--- src/rtl/afe_seq_ctrl_if.sv ---
// Host/AFE signal bundle for the AFE frame sequencer.
// The master modport is the host side; the slave modport is the sequencer.
interface afe_seq_ctrl_if #(
  parameter int TW     = 17,
  parameter int NUM_CH = 64
);
  localparam int CH_W = (NUM_CH > 1) ? $clog2(NUM_CH) : 1;

  logic            start;
  logic            abort;
  logic            cont_mode;
  logic [TW-1:0]   tft_on_cyc;
  logic [TW-1:0]   tft_off_cyc;
  logic [2:0]      pga_sel;
  logic            df_sm_in;

  logic            AFE_IRST;
  logic            AFE_SHR;
  logic            AFE_INTG;
  logic            AFE_SHS;
  logic            AFE_CLK;
  logic            AFE_ENTRI;
  logic            AFE_DF_SM;
  logic [2:0]      AFE_PGA;
  logic            busy;
  logic            done;
  logic            ch_strobe;
  logic [CH_W-1:0] ch_idx;
  logic [15:0]     frame_cnt;

  modport master (
    output start, abort, cont_mode, tft_on_cyc, tft_off_cyc, pga_sel, df_sm_in,
    input  AFE_IRST, AFE_SHR, AFE_INTG, AFE_SHS, AFE_CLK, AFE_ENTRI, AFE_DF_SM, AFE_PGA,
    input  busy, done, ch_strobe, ch_idx, frame_cnt
  );

  modport slave (
    input  start, abort, cont_mode, tft_on_cyc, tft_off_cyc, pga_sel, df_sm_in,
    output AFE_IRST, AFE_SHR, AFE_INTG, AFE_SHS, AFE_CLK, AFE_ENTRI, AFE_DF_SM, AFE_PGA,
    output busy, done, ch_strobe, ch_idx, frame_cnt
  );
endinterface

--- src/rtl/afe_seq_ctrl.sv ---
// AFE frame sequencer: reset, channel readout, sample/hold and TFT integration
// phases. Every AFE pin is decoded from the next state and registered.
module afe_seq_ctrl #(
  parameter int NUM_CH   = 64,
  parameter int T_RST    = 32,
  parameter int T_SH     = 8,
  parameter int T_WAIT   = 8,
  parameter int T_INTW   = 16,
  parameter int CLK_HALF = 4,
  parameter int TW       = 17
) (
  input logic          clk,
  input logic          rst_n,
  afe_seq_ctrl_if.slave bus
);

  function automatic int imax(input int a, input int b);
    return (a > b) ? a : b;
  endfunction

  localparam int OUT_LEN = 2 * NUM_CH * CLK_HALF;
  localparam int MAX_FIX = imax(imax(imax(T_RST, T_SH), imax(T_WAIT, T_INTW)), OUT_LEN);
  localparam int CW      = imax(TW, $clog2(MAX_FIX + 1));
  localparam int PW      = $clog2(CLK_HALF);
  localparam int CH_W    = (NUM_CH > 1) ? $clog2(NUM_CH) : 1;

  localparam logic [3:0] S_IDLE      = 4'd0;
  localparam logic [3:0] S_RST       = 4'd1;
  localparam logic [3:0] S_RST_WAIT  = 4'd2;
  localparam logic [3:0] S_OUTPUT    = 4'd3;
  localparam logic [3:0] S_SHR       = 4'd4;
  localparam logic [3:0] S_SHR_WAIT  = 4'd5;
  localparam logic [3:0] S_TFT_ON    = 4'd6;
  localparam logic [3:0] S_TFT_OFF   = 4'd7;
  localparam logic [3:0] S_INTG_WAIT = 4'd8;
  localparam logic [3:0] S_SHS       = 4'd9;
  localparam logic [3:0] S_SHS_WAIT  = 4'd10;

  logic [3:0]      r_state, w_state_nxt;
  logic [CW-1:0]   r_cnt, w_cnt_nxt, w_dwell;
  logic            w_last;
  logic [TW-1:0]   r_ton, r_toff;
  logic [PW-1:0]   r_ph, w_ph_nxt;
  logic            r_hi, w_hi_nxt;
  logic [CH_W-1:0] r_ch, w_ch_nxt;
  logic            w_latch, w_frame_end;
  logic [15:0]     r_frame;
  logic            r_irst, r_shr, r_intg, r_shs, r_aclk, r_entri;
  logic            r_busy, r_done, r_strb, r_dfsm;
  logic [2:0]      r_pga;

  // Dwell length of the current state; TFT times come from the values latched at frame start.
  always_comb begin
    w_dwell = CW'(1);
    case (r_state)
      S_RST:       w_dwell = CW'(T_RST);
      S_RST_WAIT:  w_dwell = CW'(T_WAIT);
      S_OUTPUT:    w_dwell = CW'(OUT_LEN);
      S_SHR:       w_dwell = CW'(T_SH);
      S_SHR_WAIT:  w_dwell = CW'(T_WAIT);
      S_TFT_ON:    w_dwell = CW'(r_ton);
      S_TFT_OFF:   w_dwell = CW'(r_toff);
      S_INTG_WAIT: w_dwell = CW'(T_INTW);
      S_SHS:       w_dwell = CW'(T_SH);
      S_SHS_WAIT:  w_dwell = CW'(T_WAIT);
      default:     w_dwell = CW'(1);
    endcase
    w_last = (r_cnt == w_dwell - CW'(1));
  end

  // Next-state, dwell counter and AFE_CLK phase/channel tracking; abort overrides everything.
  always_comb begin
    w_state_nxt = r_state;
    w_cnt_nxt   = r_cnt + CW'(1);
    w_ph_nxt    = r_ph;
    w_hi_nxt    = r_hi;
    w_ch_nxt    = r_ch;
    w_latch     = 1'b0;
    w_frame_end = 1'b0;
    if (bus.abort) begin
      w_state_nxt = S_IDLE;
      w_cnt_nxt   = '0;
    end else if (r_state == S_IDLE) begin
      w_cnt_nxt = '0;
      // r_done marks the first IDLE cycle after a frame; a start there is dropped.
      if (bus.start && !r_done) begin
        w_state_nxt = S_RST;
        w_latch     = 1'b1;
      end
    end else if (w_last) begin
      w_cnt_nxt = '0;
      case (r_state)
        S_RST:       w_state_nxt = S_RST_WAIT;
        S_RST_WAIT:  w_state_nxt = S_OUTPUT;
        S_OUTPUT:    w_state_nxt = S_SHR;
        S_SHR:       w_state_nxt = S_SHR_WAIT;
        S_SHR_WAIT:  w_state_nxt = S_TFT_ON;
        S_TFT_ON:    w_state_nxt = S_TFT_OFF;
        S_TFT_OFF:   w_state_nxt = S_INTG_WAIT;
        S_INTG_WAIT: w_state_nxt = S_SHS;
        S_SHS:       w_state_nxt = S_SHS_WAIT;
        S_SHS_WAIT: begin
          w_frame_end = 1'b1;
          w_state_nxt = bus.cont_mode ? S_RST : S_IDLE;
          w_latch     = bus.cont_mode;
        end
        default:     w_state_nxt = S_IDLE;
      endcase
    end else if (r_state == S_OUTPUT) begin
      if (r_ph == PW'(CLK_HALF - 1)) begin
        w_ph_nxt = '0;
        w_hi_nxt = ~r_hi;
        if (r_hi) w_ch_nxt = r_ch + CH_W'(1);
      end else begin
        w_ph_nxt = r_ph + PW'(1);
      end
    end
    // Phase and channel are held at zero outside readout, so OUTPUT always starts low at channel 0.
    if (w_state_nxt != S_OUTPUT) begin
      w_ph_nxt = '0;
      w_hi_nxt = 1'b0;
      w_ch_nxt = '0;
    end
  end

  // State, dwell counter and readout position registers.
  always_ff @(posedge clk or negedge rst_n) begin
    if (!rst_n) begin
      r_state <= S_IDLE;
      r_cnt   <= '0;
      r_ph    <= '0;
      r_hi    <= 1'b0;
      r_ch    <= '0;
    end else begin
      r_state <= w_state_nxt;
      r_cnt   <= w_cnt_nxt;
      r_ph    <= w_ph_nxt;
      r_hi    <= w_hi_nxt;
      r_ch    <= w_ch_nxt;
    end
  end

  // TFT times captured at each frame start (zero promoted to one) and the completed-frame count.
  always_ff @(posedge clk or negedge rst_n) begin
    if (!rst_n) begin
      r_ton   <= TW'(1);
      r_toff  <= TW'(1);
      r_frame <= '0;
    end else begin
      if (w_latch) begin
        r_ton  <= (bus.tft_on_cyc  == '0) ? TW'(1) : bus.tft_on_cyc;
        r_toff <= (bus.tft_off_cyc == '0) ? TW'(1) : bus.tft_off_cyc;
      end
      if (w_frame_end) r_frame <= r_frame + 16'd1;
    end
  end

  // AFE pins and status flags decoded from the next state so each output comes straight off a flop.
  always_ff @(posedge clk or negedge rst_n) begin
    if (!rst_n) begin
      r_irst  <= 1'b0;
      r_shr   <= 1'b0;
      r_intg  <= 1'b0;
      r_shs   <= 1'b0;
      r_aclk  <= 1'b0;
      r_strb  <= 1'b0;
      r_entri <= 1'b1;
      r_busy  <= 1'b0;
      r_done  <= 1'b0;
      r_pga   <= 3'b111;
      r_dfsm  <= 1'b1;
    end else begin
      r_irst  <= (w_state_nxt == S_RST);
      r_shr   <= (w_state_nxt == S_SHR);
      r_intg  <= (w_state_nxt == S_TFT_ON) || (w_state_nxt == S_TFT_OFF);
      r_shs   <= (w_state_nxt == S_SHS);
      r_aclk  <= (w_state_nxt == S_OUTPUT) && w_hi_nxt;
      r_strb  <= (w_state_nxt == S_OUTPUT) && w_hi_nxt && (w_ph_nxt == PW'(CLK_HALF - 1));
      r_entri <= (w_state_nxt != S_OUTPUT);
      r_busy  <= (w_state_nxt != S_IDLE);
      r_done  <= w_frame_end;
      r_pga   <= bus.pga_sel;
      r_dfsm  <= bus.df_sm_in;
    end
  end

  assign bus.AFE_IRST  = r_irst;
  assign bus.AFE_SHR   = r_shr;
  assign bus.AFE_INTG  = r_intg;
  assign bus.AFE_SHS   = r_shs;
  assign bus.AFE_CLK   = r_aclk;
  assign bus.AFE_ENTRI = r_entri;
  assign bus.AFE_DF_SM = r_dfsm;
  assign bus.AFE_PGA   = r_pga;
  assign bus.busy      = r_busy;
  assign bus.done      = r_done;
  assign bus.ch_strobe = r_strb;
  assign bus.ch_idx    = r_ch;
  assign bus.frame_cnt = r_frame;

endmodule
--- src/flat_wrapper.sv ---
// flat-port wrapper written by rule: the top's interface ports become plain ports
module afe_seq_ctrl_flat 
#(
  parameter int NUM_CH   = 64,
  parameter int T_RST    = 32,
  parameter int T_SH     = 8,
  parameter int T_WAIT   = 8,
  parameter int T_INTW   = 16,
  parameter int CLK_HALF = 4,
  parameter int TW       = 17
)
  (clk, rst_n, bus_start, bus_abort, bus_cont_mode, bus_tft_on_cyc, bus_tft_off_cyc, bus_pga_sel, bus_df_sm_in, bus_AFE_IRST, bus_AFE_SHR, bus_AFE_INTG, bus_AFE_SHS, bus_AFE_CLK, bus_AFE_ENTRI, bus_AFE_DF_SM, bus_AFE_PGA, bus_busy, bus_done, bus_ch_strobe, bus_ch_idx, bus_frame_cnt);
  afe_seq_ctrl_if #(.TW(TW), .NUM_CH(NUM_CH)) bus_i ();
  input logic clk;
  input logic rst_n;
  input wire logic [$bits(bus_i.start)-1:0] bus_start;
  input wire logic [$bits(bus_i.abort)-1:0] bus_abort;
  input wire logic [$bits(bus_i.cont_mode)-1:0] bus_cont_mode;
  input wire logic [$bits(bus_i.tft_on_cyc)-1:0] bus_tft_on_cyc;
  input wire logic [$bits(bus_i.tft_off_cyc)-1:0] bus_tft_off_cyc;
  input wire logic [$bits(bus_i.pga_sel)-1:0] bus_pga_sel;
  input wire logic [$bits(bus_i.df_sm_in)-1:0] bus_df_sm_in;
  output wire logic [$bits(bus_i.AFE_IRST)-1:0] bus_AFE_IRST;
  output wire logic [$bits(bus_i.AFE_SHR)-1:0] bus_AFE_SHR;
  output wire logic [$bits(bus_i.AFE_INTG)-1:0] bus_AFE_INTG;
  output wire logic [$bits(bus_i.AFE_SHS)-1:0] bus_AFE_SHS;
  output wire logic [$bits(bus_i.AFE_CLK)-1:0] bus_AFE_CLK;
  output wire logic [$bits(bus_i.AFE_ENTRI)-1:0] bus_AFE_ENTRI;
  output wire logic [$bits(bus_i.AFE_DF_SM)-1:0] bus_AFE_DF_SM;
  output wire logic [$bits(bus_i.AFE_PGA)-1:0] bus_AFE_PGA;
  output wire logic [$bits(bus_i.busy)-1:0] bus_busy;
  output wire logic [$bits(bus_i.done)-1:0] bus_done;
  output wire logic [$bits(bus_i.ch_strobe)-1:0] bus_ch_strobe;
  output wire logic [$bits(bus_i.ch_idx)-1:0] bus_ch_idx;
  output wire logic [$bits(bus_i.frame_cnt)-1:0] bus_frame_cnt;
  assign bus_i.start = bus_start;
  assign bus_i.abort = bus_abort;
  assign bus_i.cont_mode = bus_cont_mode;
  assign bus_i.tft_on_cyc = bus_tft_on_cyc;
  assign bus_i.tft_off_cyc = bus_tft_off_cyc;
  assign bus_i.pga_sel = bus_pga_sel;
  assign bus_i.df_sm_in = bus_df_sm_in;
  assign bus_AFE_IRST = bus_i.AFE_IRST;
  assign bus_AFE_SHR = bus_i.AFE_SHR;
  assign bus_AFE_INTG = bus_i.AFE_INTG;
  assign bus_AFE_SHS = bus_i.AFE_SHS;
  assign bus_AFE_CLK = bus_i.AFE_CLK;
  assign bus_AFE_ENTRI = bus_i.AFE_ENTRI;
  assign bus_AFE_DF_SM = bus_i.AFE_DF_SM;
  assign bus_AFE_PGA = bus_i.AFE_PGA;
  assign bus_busy = bus_i.busy;
  assign bus_done = bus_i.done;
  assign bus_ch_strobe = bus_i.ch_strobe;
  assign bus_ch_idx = bus_i.ch_idx;
  assign bus_frame_cnt = bus_i.frame_cnt;
  afe_seq_ctrl #(.NUM_CH(NUM_CH), .T_RST(T_RST), .T_SH(T_SH), .T_WAIT(T_WAIT), .T_INTW(T_INTW), .CLK_HALF(CLK_HALF), .TW(TW)) u_core (.clk(clk), .rst_n(rst_n), .bus(bus_i));
endmodule
--- config.mk ---
export PLATFORM = sky130hd
export DESIGN_NAME = afe_seq_ctrl_flat
export DESIGN_NICKNAME = d
export VERILOG_FILES = /design/src/rtl/afe_seq_ctrl_if.sv /design/src/rtl/afe_seq_ctrl.sv /design/src/flat_wrapper.sv
export SDC_FILE = /design/constraint.sdc
export NUM_CORES = 1
export LEC_CHECK = 0
export BUFFER_PORTS_ARGS = -buffer_cell sky130_fd_sc_hd__buf_2
export CORE_MARGIN = 5
export CORE_UTILIZATION = 35
export CTS_CLUSTER_SIZE = 24
export DETAILED_ROUTE_END_ITERATION = 6
export GPL_ROUTABILITY_DRIVEN = 0
export PLACE_DENSITY = 0.59
export SYNTH_ARGS = -nofsm -noshare
export SYNTH_HDL_FRONTEND = slang
export SYNTH_SLANG_ARGS = --single-unit
export TNS_END_PERCENT = 20
--- constraint.sdc ---
create_clock -name clk -period 4.7 [get_ports clk]
set_input_delay 0.94 -clock clk [delete_from_list [all_inputs] [get_ports clk]]
set_output_delay 0.94 -clock clk [all_outputs]
set_load 0.005 [all_outputs]
==> results of run 1 <==
synth_stat cells, drive strengths merged, types with 2 or more instances:
cell and n:
a2111oi 4, a211o 2, a21oi 19, a221o 2, a31o 2, a31oi 3
and2 5, and3 9, and3b 2, buf 18, clkbuf 10, dfrtp 85
dfstp 7, ha 5, inv 15, mux2 41, mux2i 12, nand2 24
nand2b 8, nand3 29, nand3b 2, nand4 19, nand4b 4, nor2 47
nor2b 3, nor3 22, nor3b 6, nor4 11, o211ai 3, o21a 2
o21ai 14, o22ai 3, o31ai 10, o32ai 2, o41ai 2, or2 2
or3 7, or3b 2, or4 11, xnor2 29, xor2 20
cells by family (layout without fill, tap and decap cells):
kind of cell             after synthesis  count (layout)  share of synthesized area
XOR/XNOR                              49              49                     0.0779
buffers and inverters                 43             121                     0.0420
adder cells (fa/ha/maj)                5               5                     0.0114
AO/OA/AOI/OAI                         76              76                      0.101
AND/OR/NAND/NOR                      217             217                      0.222
multiplexers                          53              53                      0.126
flip-flops                            92              92                      0.419
area by class of cell:
| type | count | area share |
|---|---|---|
| clock buffers | 13 | 0.0404 |
| well taps | 211 | 0.0410 |
| multi-input cells | 400 | 0.469 |
| inverters | 15 | 0.00874 |
| repair buffers | 90 | 0.0792 |
| flip-flops and latches | 92 | 0.359 |
| clock inverters | 3 | 0.00291 |
report_power, final:
group,internal [mW],switching [mW],leakage (nW)
registers,0.968,0.147,1.17
clock network,0.388,0.295,0.140
logic,0.484,0.504,1.51
worst max-delay path by stage:
stage / from / end / slack [ns] / cells after the start
finish: u_core.r_state[0] / u_core.bus.ch_strobe / 0.30 / 14
global route: u_core.r_state[0] / u_core.r_toff[4] / 0.03 / 13
CTS: u_core.r_state[3] / u_core.bus.ch_strobe / 0.01 / 14
detailed placement: u_core.r_state[3] / u_core.bus.ch_strobe / 0.01 / 14
global placement: u_core.r_state[3] / u_core.bus.ch_strobe / 0.28 / 14
floorplan: u_core.r_state[2] / u_core.r_toff[10] / 0.68 / 17
flip-flops by register name (all words and copies together) (netlist names):
register              count
u_core.bus.AFE_CLK        1
u_core.bus.frame_cnt     16
u_core.bus.done           1
u_core.r_ph               2
u_core.bus.busy           1
u_core.r_toff            17
u_core.r_ton             17
u_core.bus.ch_idx         6
u_core.r_state            4
u_core.bus.AFE_SHS        1
u_core.bus.AFE_IRST       1
u_core.bus.AFE_ENTRI      1
u_core.bus.AFE_SHR        1
u_core.bus.AFE_INTG       1
u_core.r_cnt             17
u_core.bus.AFE_DF_SM      1
u_core.bus.AFE_PGA        3
u_core.bus.ch_strobe      1
what timing repair did:
action	in CTS	in global routing
hold buffers	0	0
endpoints found under the setup margin	0	66
hold endpoints to repair	0	0
gates resized for setup	0	8
per-layer routing:
layer | up-vias | track usage | wire length [um]
met2 | 106 | 0.231 | 6300
li1 | 2119 | - | -
met1 | 2110 | 0.202 | 6200
met3 | 17 | 0.0186 | 468
met5 | - | 0 | 0
met4 | 0 | 0.0689 | 305
==> summary.md, run 1 <==
| Metric | Value |
|---|---|
| Drt first pass iters | `6` |
| F_max | `227 MHz` |
| Num CTS Buffers | `9` |
| Reg2Reg Depth | `14` |
| Kind of critical path | `reg2reg` |
| Total chip power | `2.79 mW` |
| Final setup viols | `0` |
| Area growth, synth to finish | `17.0%` |
| Multi-input logic area | `3020 um2` |
| Die area | `18400 um2` |
| Io pins | `78` |
| #FFs+latches synth | `92` |
| Run status | `completed` |
| Slew HR | `0.529` |
| FFs w/ async S/R, synth | `1.00` |
| Antenna diodes | `0` |
| Input/output buffers | `77` |
| Final hold slack | `0.476 ns` |
| Commonest non-fill, non-tap cell in the layout | `dfrtp_1` |
| Tmin final | `4.40 ns` |
| Fill cell count | `1526` |
| Final Hold Fails | `0` |
| HP Class | `reg2reg` |
| Setup slack, reg-to-reg | `0.30 ns` |
| Most frequent cells in the layout | `dfrtp_1, buf_2, nor2_1` |
| Core area | `15300 um2` |
| VDD IR-drop max | `237 uV` |
| Clk buf depth | `2` |
| Setup crit start kind | `flip-flop` |
| Worst hold start | `u_core.bus.frame_cnt[15]` |
| Final max-slew violation count | `0` |
| Setup WS pre-CTS | `0.0143 ns` |
| GR Overflow Total | `0` |
| Hold depth | `1` |
| Design Area, Final | `6440 um2` |
| YS warnings | `0` |
| Sequential share of the synthesized area | `0.419` |
| Power Density | `432 nW/um2` |
| Share of the synthesized area in the top cell type | `0.386` |
| Crit path buf inv count | `1` |
| Post-CTS Setup Bufs | `0` |
| CP cell instances | `nor4_1 > nor2_1 > and2_1 > ha_1 > o21ai_0 > nor4b_4 > and2_1 > o32ai_1 > or4_1 > a31oi_2 > nor3_4 > buf_4 > or4_1 > a221oi_2` |
| Syn nets | `583` |
| WP data required | `4.95 ns` |
| Final period utilization | `0.936` |
| Layout cells sized above 1 | `0.282` |
| Max cap viols | `0` |
| CTS tree | `done` |
| Dpl cells | `808` |
| CTS HTree Levels | `3` |
| WL per Instance | `16.1 um` |
| Most area-consuming cells after synthesis | `dfrtp_1, mux2_4, xnor2_1` |
| Post-Syn Instances | `535` |
| DRC viols | `0` |
| Die Ht | `135 um` |
| Routed wire length | `13300 um` |
| Die W | `135 um` |
| Register Area | `2310 um2` |
| Skew final | `0.00884 ns` |
| RSZ-0062 raised after global routing | `no` |
| Nets | `656` |
| Pin count of the biggest net entering global routing | `58` |
| Post-synth EDFFs | `0` |
| Hold EP | `u_core.bus.frame_cnt[15]` |
| Largest stage delay on the critical path | `0.60 ns` |
| P_leak | `2.82 nW` |
| Critical Path Sink Type | `flip-flop` |
| Syn avg cell area | `10.3 um2` |
| Initial antenna violation count | `0` |
| Number of vias per cell | `5.28` |
| TNS Setup | `0 ns` |
| FF-to-FF Start | `u_core.r_state[0]` |
| Via count | `4352` |
| First DRT Iteration DRCs | `366` |
| Rows | `45` |
| Vias in the first global route | `4176` |
| Mapped Area | `5510 um2` |
| Post-DRT Antenna Nets | `0` |
| Synth cell types | `73` |
| Delay-heaviest family, CP | `simple AND/OR/NAND/NOR gates` |
| Worst-path clk slew | `0.06 ns` |
| Worst-Skew Late Latency | `0.35 ns` |
| Synth area leader | `dfrtp_1` |
| Clk sink count | `92` |
| Starting Density | `0.360` |
| Slowest stage cell, crit path | `dfrtp_1` |
| Setup WS post-layout | `0.303 ns` |
| CP Max Fanout | `18` |
| Finished Layout Cells | `824` |
| Worst path arrival time | `4.65 ns` |
| HPWL Detailed | `10100 um` |
| All-Layer GR Usage | `0.147` |
| Dominant synthesized flop cell | `dfrtp_1` |
| First-pass GRT wire length | `21600 um` |
| Placed Area | `6120 um2` |
| Worst Tran Pin Value | `0.706 ns` |
| CTS root buffer | `clkbuf_16` |
| Post-layout util | `0.421` |
| FF-to-FF End | `u_core.bus.ch_strobe` |
Note: power is estimated with default switching activity, not from simulation.
==> run 2: changes to the inputs <==
==> constraint.sdc (replaced) <==
create_clock -name clk -period 4.5 [get_ports clk]
set_input_delay 0.9 -clock clk [delete_from_list [all_inputs] [get_ports clk]]
set_output_delay 0.9 -clock clk [all_outputs]
set_load 0.005 [all_outputs]
==> summary.md, run 2 (synthesized netlist as in run 1, its figures left out) <==
| Metric | Value |
|---|---|
| Number of vias per cell | `5.26` |
| Post-layout util | `0.425` |
| CTS root buffer | `clkbuf_16` |
| Via count | `4375` |
| HPWL Detailed | `10100 um` |
| Kind of critical path | `reg2reg` |
| CP cell instances | `and2_1 > nor2_1 > and2_1 > ha_1 > o21ai_0 > nor4b_4 > and2_1 > o32ai_1 > or4_1 > a31oi_2 > nor3_4 > buf_4 > or4_1 > a221oi_2` |
| Initial antenna violation count | `0` |
| Cts hold-fix bufs | `0` |
| F_max | `238 MHz` |
| Area growth, synth to finish | `18.0%` |
| Stages on worst setup path | `14` |
| Clk sink count | `92` |
| CP Max Fanout | `18` |
| Run status | `completed` |
| First-pass GRT wire length | `22100 um` |
| RSZ-0062 raised after global routing | `yes` |
| Delay-heaviest family, CP | `simple AND/OR/NAND/NOR gates` |
| Post-cts resize count | `0` |
| Dpl cells | `815` |
| Reg2Reg Depth | `14` |
| Die area | `18400 um2` |
| Hold EP | `u_core.bus.frame_cnt[5]` |
| Die W | `135 um` |
| Worst-Skew Late Latency | `0.35 ns` |
| Tmin final | `4.21 ns` |
| Nets | `663` |
| Power Density | `454 nW/um2` |
| CTS tree | `done` |
| Rows | `45` |
| Slowest stage cell, crit path | `or4_1` |
| Most frequent cells in the layout | `dfrtp_1, buf_2, nor2_1` |
| Num CTS Buffers | `9` |
| Drt first pass iters | `5` |
| FF-to-FF Start | `u_core.r_state[2]` |
| Most common cell on crit path | `and2_1` |
| Commonest non-fill, non-tap cell in the layout | `dfrtp_1` |
| Setup slack, reg-to-reg | `0.29 ns` |
| Largest regs | `u_core.r_cnt x17, u_core.r_toff x17, u_core.r_ton x17` |
| Max cap viols | `0` |
| Finished Layout Cells | `831` |
| Setup crit start kind | `flip-flop` |
| Slew HR | `0.434` |
| Worst path arrival time | `4.46 ns` |
| VDD IR-drop max | `215 uV` |
| FF-to-FF End | `u_core.bus.ch_strobe` |
| Worst hold start | `u_core.bus.frame_cnt[5]` |
| Final Hold Fails | `0` |
| Skew final | `0.00980 ns` |
| Starting Density | `0.360` |
| Post-CTS Setup Bufs | `0` |
| Layout cells sized above 1 | `0.284` |
| Final setup viols | `0` |
| Total chip power | `2.95 mW` |
| Final period utilization | `0.935` |
| Largest stage delay on the critical path | `0.57 ns` |
| Io pins | `78` |
| Hold depth | `1` |
| CTS HTree Levels | `3` |
| Worst-path clk slew | `0.07 ns` |
| Post-DRT Antenna Nets | `0` |
| Pin count of the biggest net entering global routing | `69` |
| Input/output buffers | `77` |
| GR Overflow Total | `0` |
| Core area | `15300 um2` |
| WL per Instance | `16.0 um` |
| Antenna diodes | `0` |
| Worst Tran Pin Value | `0.849 ns` |
| P_leak | `2.86 nW` |
| Clk buf depth | `2` |
| All-Layer GR Usage | `0.149` |
| Critical Path Sink Type | `flip-flop` |
| HP Class | `reg2reg` |
| DRC viols | `0` |
| First DRT Iteration DRCs | `233` |
| Routed wire length | `13300 um` |
| WP data required | `4.75 ns` |
| Vias in the first global route | `4358` |
| Final max-slew violation count | `0` |
| Crit path buf inv count | `1` |
| Die Ht | `135 um` |
==> run 2: area by class of cell <==
class / instances / area, um2
Clock buffer: 12 / 246
Timing Repair Buffer: 97 / 563
Sequential cell: 92 / 2310
Multi-Input combinational cell: 400 / 3010
Clock inverter: 4 / 51.3
Tap cell: 211 / 264
Fill cell: 1508 / 8810
Inverter: 15 / 56.3
==> run 2: power breakdown <==
part,internal (mW),leakage [nW],total [mW],switching [mW]
Sequential,1.01,1.18,1.16,0.147
Combinational,0.517,1.54,1.04,0.523
Clock,0.446,0.143,0.755,0.309
==> run 2: how the worst max path moves through the flow <==
stage | to | startpoint
after floorplan | u_core.r_toff[10] | u_core.r_state[2]
after global routing | u_core.bus.ch_strobe | u_core.r_state[2]
final | u_core.bus.ch_strobe | u_core.r_state[2]
after CTS | u_core.bus.ch_strobe | u_core.r_state[2]
after global placement | u_core.bus.ch_strobe | u_core.r_state[2]
after detailed placement | u_core.bus.ch_strobe | u_core.r_state[2]
==> run 2: stage by stage <==
step           worst slack (ns)  cell area (um2)  TNS, ns  hold slack [ns]
2_1_floorplan             0.482             5510        0            0.464
3_3_place_gp              0.214             6170        0            0.454
3_5_place_dp             0.0821             6170        0            0.472
4_1_cts                  0.0698             6470        0            0.485
5_1_grt                 -0.0638             6500  -0.0700            0.500
6_report                  0.292             6500        0            0.480
==> run 2: metal layers <==
layer | share of wire | track usage
met3 | 0.038 | 0.0253
met2 | 0.46 | 0.232
met5 | 0 | 0
met1 | 0.48 | 0.204
met4 | 0.029 | 0.0666
